### config.mk
export PLATFORM = sky130hd
export DESIGN_NAME = uart_rx_framed_flat
export DESIGN_NICKNAME = d
export VERILOG_FILES = /design/src/rtl/uart_rx_framed_if.sv /design/src/rtl/uart_rx_framed.sv /design/src/flat_wrapper.sv
export SDC_FILE = /design/constraint.sdc
export NUM_CORES = 1
export LEC_CHECK = 0
export ABC_AREA = 1
export CORE_UTILIZATION = 52
export CTS_BUF_LIST = sky130_fd_sc_hd__clkbuf_2 sky130_fd_sc_hd__clkbuf_4 sky130_fd_sc_hd__clkbuf_8
export DETAILED_ROUTE_END_ITERATION = 12
export PLACE_DENSITY_LB_ADDON = 0.05
export SETUP_SLACK_MARGIN = 0.05
export SLEW_MARGIN = 20
export SYNTH_ARGS = -nofsm -noshare
export SYNTH_HDL_FRONTEND = slang
export SYNTH_SLANG_ARGS = --single-unit
### constraint.sdc
create_clock -name clk -period 1.4 [get_ports clk]
set_clock_uncertainty 0.05 [all_clocks]
set_input_delay 0.42 -clock clk [delete_from_list [all_inputs] [get_ports clk]]
set_output_delay 0.42 -clock clk [all_outputs]
set_load 0.01 [all_outputs]
### src/rtl/uart_rx_framed_if.sv
// Receive-side handshake bundle for uart_rx_framed: word, error flags and valid/ready.
interface uart_rx_framed_if #(
  parameter int unsigned WIDTH = 8
) ();
  logic [WIDTH-1:0] data;
  logic             valid;
  logic             ready;
  logic             parity_err;
  logic             frame_err;
  logic             overrun;

  modport master (
    output data,
    output valid,
    output parity_err,
    output frame_err,
    output overrun,
    input  ready
  );

  modport slave (
    input  data,
    input  valid,
    input  parity_err,
    input  frame_err,
    input  overrun,
    output ready
  );
endinterface

### src/rtl/uart_rx_framed.sv
// Parametrised UART receiver: 2-FF synchroniser, 3-sample majority vote, optional parity,
// 1/2 stop bits, and a valid/ready output carrying parity/framing/overrun status.
module uart_rx_framed #(
  parameter int unsigned WIDTH     = 8,
  parameter int unsigned CLKDIV    = 16,
  parameter int unsigned PARITY    = 0,
  parameter int unsigned STOP_BITS = 1
) (
  input  logic                 clk,
  input  logic                 rst,
  input  logic                 rx,
  uart_rx_framed_if.master     bus
);

  localparam int unsigned CW = $clog2(CLKDIV);
  localparam int unsigned BW = $clog2(WIDTH + 1);
  localparam int unsigned H  = CLKDIV / 2;

  localparam logic [CW-1:0] CNT_S0   = CW'(H - 1);
  localparam logic [CW-1:0] CNT_S1   = CW'(H);
  localparam logic [CW-1:0] CNT_DEC  = CW'(H + 1);
  localparam logic [CW-1:0] CNT_LAST = CW'(CLKDIV - 1);
  localparam logic [BW-1:0] IDX_LAST = BW'(WIDTH - 1);
  localparam logic          STOP_LAST = 1'(STOP_BITS - 1);
  localparam logic          PAR_ODD  = 1'(PARITY == 2);

  typedef enum logic [2:0] {
    S_IDLE,
    S_START,
    S_DATA,
    S_PARITY,
    S_STOP
  } state_t;

  state_t           state, state_nx;
  logic [1:0]       sync;
  logic             rx_s;
  logic             rx_prev;
  logic [CW-1:0]    cnt;
  logic [BW-1:0]    bit_idx;
  logic             stop_idx;
  logic [1:0]       smp;
  logic [WIDTH-1:0] shreg;
  logic             par_bit;
  logic             ferr_pend;

  logic fall_c, vote_c, decide_c, bit_end_c, last_bit_c, stop_last_c;
  logic cnt_clr_c, frame_clr_c, shift_c, idx_inc_c, par_cap_c, stop_cap_c, stop_inc_c;
  logic commit_c, parity_err_c, frame_err_c, handshake_c;

  // Synchroniser presets to idle-high so leaving reset cannot fake a start edge
  always_ff @(posedge clk) begin
    if (rst) begin
      sync    <= 2'b11;
      rx_prev <= 1'b1;
    end else begin
      sync    <= {sync[0], rx};
      rx_prev <= rx_s;
    end
  end

  assign rx_s        = sync[1];
  assign fall_c      = rx_prev & ~rx_s;
  assign decide_c    = (cnt == CNT_DEC);
  assign bit_end_c   = (cnt == CNT_LAST);
  assign last_bit_c  = (bit_idx == IDX_LAST);
  assign stop_last_c = (stop_idx == STOP_LAST);
  assign vote_c      = (smp[0] & smp[1]) | (smp[0] & rx_s) | (smp[1] & rx_s);

  always_ff @(posedge clk) begin
    if (rst) begin
      state <= S_IDLE;
    end else begin
      state <= state_nx;
    end
  end

  always_comb begin
    state_nx = state;
    unique case (state)
      S_IDLE: begin
        if (fall_c) state_nx = S_START;
      end
      S_START: begin
        if (decide_c && vote_c) state_nx = S_IDLE;
        else if (bit_end_c)     state_nx = S_DATA;
      end
      S_DATA: begin
        if (bit_end_c && last_bit_c) state_nx = (PARITY != 0) ? S_PARITY : S_STOP;
      end
      S_PARITY: begin
        if (bit_end_c) state_nx = S_STOP;
      end
      S_STOP: begin
        // Leave on the last stop-bit decision so a back-to-back start edge is caught
        if (decide_c && stop_last_c) state_nx = S_IDLE;
      end
      default: state_nx = S_IDLE;
    endcase
  end

  always_comb begin
    cnt_clr_c   = 1'b0;
    frame_clr_c = 1'b0;
    shift_c     = 1'b0;
    idx_inc_c   = 1'b0;
    par_cap_c   = 1'b0;
    stop_cap_c  = 1'b0;
    stop_inc_c  = 1'b0;
    commit_c    = 1'b0;
    unique case (state)
      S_IDLE: begin
        cnt_clr_c   = 1'b1;
        frame_clr_c = 1'b1;
      end
      S_START: begin
        cnt_clr_c = bit_end_c;
      end
      S_DATA: begin
        shift_c   = decide_c;
        idx_inc_c = bit_end_c;
        cnt_clr_c = bit_end_c;
      end
      S_PARITY: begin
        par_cap_c = decide_c;
        cnt_clr_c = bit_end_c;
      end
      S_STOP: begin
        stop_cap_c = decide_c;
        commit_c   = decide_c & stop_last_c;
        stop_inc_c = bit_end_c;
        cnt_clr_c  = bit_end_c;
      end
      default: begin
        cnt_clr_c   = 1'b1;
        frame_clr_c = 1'b1;
      end
    endcase
  end

  // Bit timing, majority samples and frame assembly
  always_ff @(posedge clk) begin
    if (rst) begin
      cnt       <= '0;
      bit_idx   <= '0;
      stop_idx  <= 1'b0;
      smp       <= 2'b11;
      shreg     <= '0;
      par_bit   <= 1'b0;
      ferr_pend <= 1'b0;
    end else begin
      cnt <= cnt_clr_c ? '0 : cnt + CW'(1);
      if (cnt == CNT_S0) smp[0] <= rx_s;
      if (cnt == CNT_S1) smp[1] <= rx_s;
      if (frame_clr_c) begin
        bit_idx   <= '0;
        stop_idx  <= 1'b0;
        ferr_pend <= 1'b0;
      end else begin
        if (idx_inc_c)              bit_idx   <= bit_idx + BW'(1);
        if (stop_inc_c)             stop_idx  <= 1'b1;
        if (stop_cap_c && !vote_c)  ferr_pend <= 1'b1;
      end
      if (shift_c)   shreg   <= {vote_c, shreg[WIDTH-1:1]};
      if (par_cap_c) par_bit <= vote_c;
    end
  end

  assign frame_err_c  = ferr_pend | ~vote_c;
  assign parity_err_c = (PARITY != 0) ? (par_bit ^ (^shreg) ^ PAR_ODD) : 1'b0;
  assign handshake_c  = bus.valid & bus.ready;

  // Output register: a commit replaces the word only if the slot is free or being drained
  always_ff @(posedge clk) begin
    if (rst) begin
      bus.data       <= '0;
      bus.valid      <= 1'b0;
      bus.parity_err <= 1'b0;
      bus.frame_err  <= 1'b0;
      bus.overrun    <= 1'b0;
    end else if (commit_c && (!bus.valid || bus.ready)) begin
      bus.data       <= shreg;
      bus.valid      <= 1'b1;
      bus.parity_err <= parity_err_c;
      bus.frame_err  <= frame_err_c;
      if (handshake_c) bus.overrun <= 1'b0;
    end else if (commit_c) begin
      bus.overrun <= 1'b1;
    end else if (handshake_c) begin
      bus.valid   <= 1'b0;
      bus.overrun <= 1'b0;
    end
  end

endmodule

### src/flat_wrapper.sv
// flat-port wrapper written by rule: the top's interface ports become plain ports
module uart_rx_framed_flat 
#(
  parameter int unsigned WIDTH     = 8,
  parameter int unsigned CLKDIV    = 16,
  parameter int unsigned PARITY    = 0,
  parameter int unsigned STOP_BITS = 1
)
  (clk, rst, rx, bus_data, bus_valid, bus_parity_err, bus_frame_err, bus_overrun, bus_ready);
  uart_rx_framed_if #(.WIDTH(WIDTH)) bus_i ();
  input  logic clk;
  input  logic rst;
  input  logic rx;
  output wire logic [$bits(bus_i.data)-1:0] bus_data;
  output wire logic [$bits(bus_i.valid)-1:0] bus_valid;
  output wire logic [$bits(bus_i.parity_err)-1:0] bus_parity_err;
  output wire logic [$bits(bus_i.frame_err)-1:0] bus_frame_err;
  output wire logic [$bits(bus_i.overrun)-1:0] bus_overrun;
  input wire logic [$bits(bus_i.ready)-1:0] bus_ready;
  assign bus_data = bus_i.data;
  assign bus_valid = bus_i.valid;
  assign bus_parity_err = bus_i.parity_err;
  assign bus_frame_err = bus_i.frame_err;
  assign bus_overrun = bus_i.overrun;
  assign bus_i.ready = bus_ready;
  uart_rx_framed #(.WIDTH(WIDTH), .CLKDIV(CLKDIV), .PARITY(PARITY), .STOP_BITS(STOP_BITS)) u_core (.clk(clk), .rst(rst), .rx(rx), .bus(bus_i));
endmodule
== Yosys cells after proc, flatten, opt, wreduce, memory -nomap -nowiden ==
Cells that the tools add are included.
Cells by class
  mux-type cells: 19
  reductions and logical operators: 15
  bitwise operators: 13
  add/sub/neg operators: 2
  equal/unequal tests: 15
Operator list (count)
  $mux W3: 6
  $pmux W3 S5: 1
  $eq A4 B4 Y1 const B: 3
  $mux W1: 12
  $add A4 B1 Y4 const B: 2
  $eq A4 B3 Y1 const B: 2
  $ne A2 B1 Y1 const B: 4
  $and A1 B1 Y1: 6
  $eq A3 B2 Y1 const B: 2
  $logic_and A1 B1 Y1: 5
  $reduce_and A5 Y1: 1
  $not A1 Y1: 4
  $reduce_or A2 Y1: 2
  $reduce_or A4 Y1: 1
  $eq A3 B1 Y1 const B: 1
  $eq A3 B3 Y1 const B: 1
  $logic_not A3 Y1: 1
  $ne A3 B1 Y1 const B: 1
  $or A1 B1 Y1: 3
  $logic_not A1 Y1: 2
  $ne A2 B2 Y1 const B: 1
  $reduce_and A2 Y1: 1
  $reduce_bool A2 Y1: 1
  $logic_or A1 B1 Y1: 1
Storage, ports and cells
  bits in registers: 37
  output and inout bits: 12
  logic and storage cells: 78
  bits of input ports: 4

== Logic depth before layout (Yosys ltp) ==
  depth after elaboration: 6
  depth in mapped cells: 11
  mapped depth without buffers: 11

== Worst setup path before layout ==
OpenSTA, ideal clock, no wires.
  path type: reg-to-reg
  from: register u_core.cnt[0]
  to: register u_core.bit_idx[0]
  arrival: 1228 ps
  data required time: 1231 ps
  slack: 3 ps
  setup time: 119 ps
  clock period less this slack: 1397 ps
  stages on the path, launching flop included: 7
  path buffers: 0
  cells stage by stage: dfxtp_1 ha_1 nand3_1 nor2_1 inv_1 o21ai_0 a21oi_1
Between the ends
  longest elaborated chain between the ends: 2
RTL lines
  start: declaration: RTL line uart_rx_framed.sv:39  | logic [CW-1:0] cnt;
  start signal: assignment: RTL line uart_rx_framed.sv:152  | cnt <= cnt_clr_c ? '0 : cnt + CW'(1);
  $eq A4 B4 Y1: RTL line uart_rx_framed.sv:65  | assign bit_end_c = (cnt == CNT_LAST);
  $mux W1: RTL line uart_rx_framed.sv:111  | unique case (state)
  end signal: assignment: RTL line uart_rx_framed.sv:160  | if (idx_inc_c) bit_idx <= bit_idx + BW'(1);
  end: declaration: RTL line uart_rx_framed.sv:40  | logic [BW-1:0] bit_idx;
No other way between the ends.
A chain may end at the register's enable or synchronous reset.

== Worst setup path in the final report ==
  from: register u_core.cnt[1]
  to: register u_core.state[2]
Between the ends
  longest elaborated chain between the ends: 4
  elaborated cells on any way between the ends: 12
  classes of those cells: 6 x eq/ne; 2 x mux; 4 x reduce/logical
RTL lines
  $eq A4 B4 Y1 (on tied branches): RTL line uart_rx_framed.sv:64, uart_rx_framed.sv:65
  $logic_and A1 B1 Y1 (on tied branches): RTL line uart_rx_framed.sv:85, uart_rx_framed.sv:89, uart_rx_framed.sv:96
  $ne A3 B1 Y1 (no line) (tied with other cells)
  $reduce_and A5 Y1 (no line) / $pmux W3 S5 (equally long branches)
  end signal: assignment: RTL line uart_rx_framed.sv:74  | state <= state_nx;
  end: declaration: RTL line uart_rx_framed.sv:35  | state_t state, state_nx;
Several ways; a longest one is shown, not always the timed one.

==> PnR_summary.wiki <==
{| class="wikitable"
! Metric !! Value
|-
| Cell Area, Synth || 1550 sq um
|-
| Most common library cells after synthesis || sky130_fd_sc_hd__nand2_1 (41), sky130_fd_sc_hd__dfxtp_1 (37), sky130_fd_sc_hd__nor2_1 (33)
|-
| Via total after detailed routing || 1575
|-
| Average via count per standard cell || 5.39
|-
| VDD IR max || 1.28 mV
|-
| Routability cong. || 0.830
|-
| HPWL after detailed placement || 2420 microns
|-
| Port buffer count || 14
|-
| Number of buffers on the longest clock path || 2
|-
| Syn Nets || 219
|-
| CP max FO || 5
|-
| Remaining number of nets flagged by the antenna check after routing || 0
|-
| Number of filler instances in the final layout || 187
|-
| Area contributors post-synth || sky130_fd_sc_hd__dfxtp_1 (48%), sky130_fd_sc_hd__nand2_1 (9.9%), sky130_fd_sc_hd__nor2_1 (8.0%)
|-
| Total placed cells including tap cells || 270
|-
| Total area of multi-input combinational cells || 906 sq um
|-
| Wire length on met3 || 236 microns
|-
| Final Hold Viols || 0
|-
| CP endpoint kind || flip-flop
|-
| DRT iter0 DRCs || 52
|-
| Most used flip-flop cell after synthesis || sky130_fd_sc_hd__dfxtp_1
|-
| Type of element launching the critical path || flip-flop
|-
| Average cell area after synthesis || 7.34 sq um
|-
| Antenna violations before repair || 0
|-
| Routed met1 length || 1650 microns
|-
| Final antenna diode count || 0
|-
| Storage element area || 766 sq um
|-
| Static power due to leakage || 0.000963 uW
|-
| Chip Width || 56.6 microns
|-
| Yosys reg bits || 37
|-
| Routed wirelength normalized by instance count || 14.6 microns
|-
| Uppermost signal routing layer after detailed routing || met4
|-
| Wire length of the first global-routing pass || 6240 microns
|-
| Pin count of the biggest net entering global routing || 14
|-
| Fmax achieved || 701 MHz
|-
| Depth of the worst hold-timing path || 1
|-
| Net count reported at finish || 268
|-
| Most frequently used cell type in the post-synthesis netlist || sky130_fd_sc_hd__nand2_1
|-
| Distinct cell type count after synthesis || 23
|-
| Run status || complete, but fails checks
|-
| Area of the die || 3200 sq um
|-
| WL met2 || 2180 microns
|-
| Final worst path period share || 102%
|-
| Gate Count Post-Synth || 211
|-
| Final routed DRC violation total || 0
|-
| Final cell area excluding filler cells || 2230 sq um
|-
| Ports || 16
|-
| Warnings from Yosys || 0
|-
| Final critical delay including setup and external delays || 1.43 ns
|-
| Syn-to-layout area delta || 44.1%
|-
| Count of final setup violators || 9
|-
| Sequential element share of the synthesized area || 47.9%
|-
| Final worst setup slack || -0.0269 ns
|-
| CTS root buffer || sky130_fd_sc_hd__clkbuf_4
|-
| CTS H-tree lvls || 2
|-
| Share of post-route cells with drive strength above 1 || 50.6%
|-
| Total wirelength of the detailed-routed design || 4250 microns
|-
| Source-to-sink clock delay at the later pin of the worst-skew pair || 0.36 ns
|-
| Initial core utilization || 55.6%
|-
| Number of cell instances on the worst register-to-register path || 9
|-
| Arrival time at the worst endpoint || 1.64 ns
|-
| Slew Limit Fails || 0
|-
| Violated checks || negative setup slack
|-
| GRT Total Usage || 25.4%
|-
| Sinks on Clock Net || 37
|-
| Cell Pwr Density || 1390 nW/um^2
|-
| WP data required || 1.61 ns
|-
| Area inside the core boundary || 2780 sq um
|-
| Post-route non-filler standard cell count || 292
|-
| Synth top area share || 47.9%
|-
| Die Y-Extent || 56.6 microns
|-
| Classification of the worst-slack hold path || reg2reg
|-
| Cell area after placement || 1850 sq um
|-
| Number of maximum-capacitance violations || 0
|-
| Critical Setup Path Class || reg2reg
|-
| Clock buffers created by TritonCTS || 5
|-
| TritonCTS clock tree || done
|-
| Number of placement rows || 19
|-
| Yosys top cell by area || sky130_fd_sc_hd__dfxtp_1
|-
| Iteration count of the initial detailed-routing pass || 4
|-
| Via count of the first global-routing pass || 1482
|-
| EDFF count, synth || 0
|-
| Hold-fix buffer count after cts || 0
|-
| Clock-pin slew on the worst setup and hold paths || 0.12 ns
|-
| Unrepaired setup endpoints after global routing || yes
|-
| Overall overflow remaining after global route || 0
|-
| Async set-reset flop share out of synthesis || 0%
|}
[logic make-up (layout without fill, tap and decap cells)]
family,Yosys count,in the layout,share of synthesized area [%]
buf+inv,30,80,7.84
compound gates,34,34,11.4
other cells,1,1,0.242
flops,37,37,47.9
simple gates,104,104,28.9
xor+xnor,1,1,0.566
fa+ha+maj,4,4,3.23
[power by group]
group	switching, uW	total (uW)	internal [uW]
clock network	382	572	189
registers	61.2	1190	1130
logic	780	1350	568
[cell usage in the layout (no fill, tap or decap), types with 2 or more instances in the layout]
cell	instances
sky130_fd_sc_hd__nand3_4	3
sky130_fd_sc_hd__clkbuf_4	5
sky130_fd_sc_hd__inv_4	4
sky130_fd_sc_hd__ha_2	2
sky130_fd_sc_hd__o21ai_1	2
sky130_fd_sc_hd__nand3_1	16
sky130_fd_sc_hd__buf_2	10
sky130_fd_sc_hd__nor2_4	6
sky130_fd_sc_hd__inv_2	4
sky130_fd_sc_hd__nand2_2	19
sky130_fd_sc_hd__o21ai_0	8
sky130_fd_sc_hd__inv_1	16
sky130_fd_sc_hd__nand3_2	2
sky130_fd_sc_hd__buf_4	29
sky130_fd_sc_hd__nor2_1	22
sky130_fd_sc_hd__buf_6	6
sky130_fd_sc_hd__or2_2	2
sky130_fd_sc_hd__clkdlybuf4s50_1	3
sky130_fd_sc_hd__a21oi_1	16
sky130_fd_sc_hd__nor3_1	2
sky130_fd_sc_hd__nand2_4	2
sky130_fd_sc_hd__o21ai_2	2
sky130_fd_sc_hd__dfxtp_1	19
sky130_fd_sc_hd__clkinv_2	2
sky130_fd_sc_hd__nor2_2	7
sky130_fd_sc_hd__ha_4	2
sky130_fd_sc_hd__nand2_1	20
sky130_fd_sc_hd__dfxtp_2	17
sky130_fd_sc_hd__a21oi_2	4
[worst paths after layout]
kind             startpoint              end  slack, ns
max           u_core.cnt[1]  u_core.state[2]      -0.03
min          u_core.sync[0]   u_core.sync[1]       0.39
max reg2reg   u_core.cnt[1]  u_core.state[2]      -0.03
min reg2reg  u_core.sync[0]   u_core.sync[1]       0.39
[area by class of cell]
type | count | area share [%]
clock buffer | 5 | 1.68
clock inverter | 3 | 0.785
inverter | 24 | 4.49
multi-input combinational | 144 | 40.6
sequential | 37 | 34.3
tap | 31 | 1.74
timing repair buffer | 48 | 16.4
[registers in the layout, summed over array words and instances, names as in the netlist]
signal / flops
u_core.bit_idx: 4
u_core.bus.overrun: 1
u_core.shreg: 8
u_core.bus.frame_err: 1
u_core.cnt: 4
u_core.sync: 2
u_core.smp: 2
u_core.ferr_pend: 1
u_core.state: 3
u_core.stop_idx: 1
u_core.rx_prev: 1
u_core.bus.valid: 1
u_core.bus.data: 8
[critical path, cell delays in order, from the launching register on]
cell and delay, ns:
sky130_fd_sc_hd__dfxtp_2 0.36, sky130_fd_sc_hd__inv_2 0.08, sky130_fd_sc_hd__ha_4 0.14, sky130_fd_sc_hd__nand3_4 0.08, sky130_fd_sc_hd__nor2_1 0.16, sky130_fd_sc_hd__nor2_2 0.08
sky130_fd_sc_hd__nor2_4 0.18, sky130_fd_sc_hd__nand2_2 0.07, sky130_fd_sc_hd__nor2_2 0.10, sky130_fd_sc_hd__nor2_1 0.05
[stage by stage]
stage	setup slack, ns	utilization (%)	setup TNS (ns)	hold slack (ns)	total power (uW)
3_5_place_dp	-0.187	66.5	-3.68	0.356	1990
4_1_cts	0.00847	73.1	0	0.385	2720
6_report	-0.0269	80.2	-0.0903	0.386	3110
2_1_floorplan	0.0524	-	0	0.339	1680
3_3_place_gp	-0.116	66.5	-2.65	0.348	1940
5_1_grt	-0.0938	80.2	-1.33	0.407	3290
[layer usage]
metal | vias to the layer above | GRT usage [%]
li1 | 773 | -
met1 | 728 | 28.3
met2 | 53 | 44.9
met3 | 21 | 7.60
met4 | 0 | 9.76
met5 | - | 0
[what timing repair did]
item / in CTS / in global routing
gates cloned: 1 / 1
resized for setup: 91 / 52
endpoints found under the setup margin: 37 / 32
pin swaps: 5 / 15
buffers inserted: 7 / 5
endpoints found under the hold margin: 0 / 0
Power figures use the tool's default switching activity.
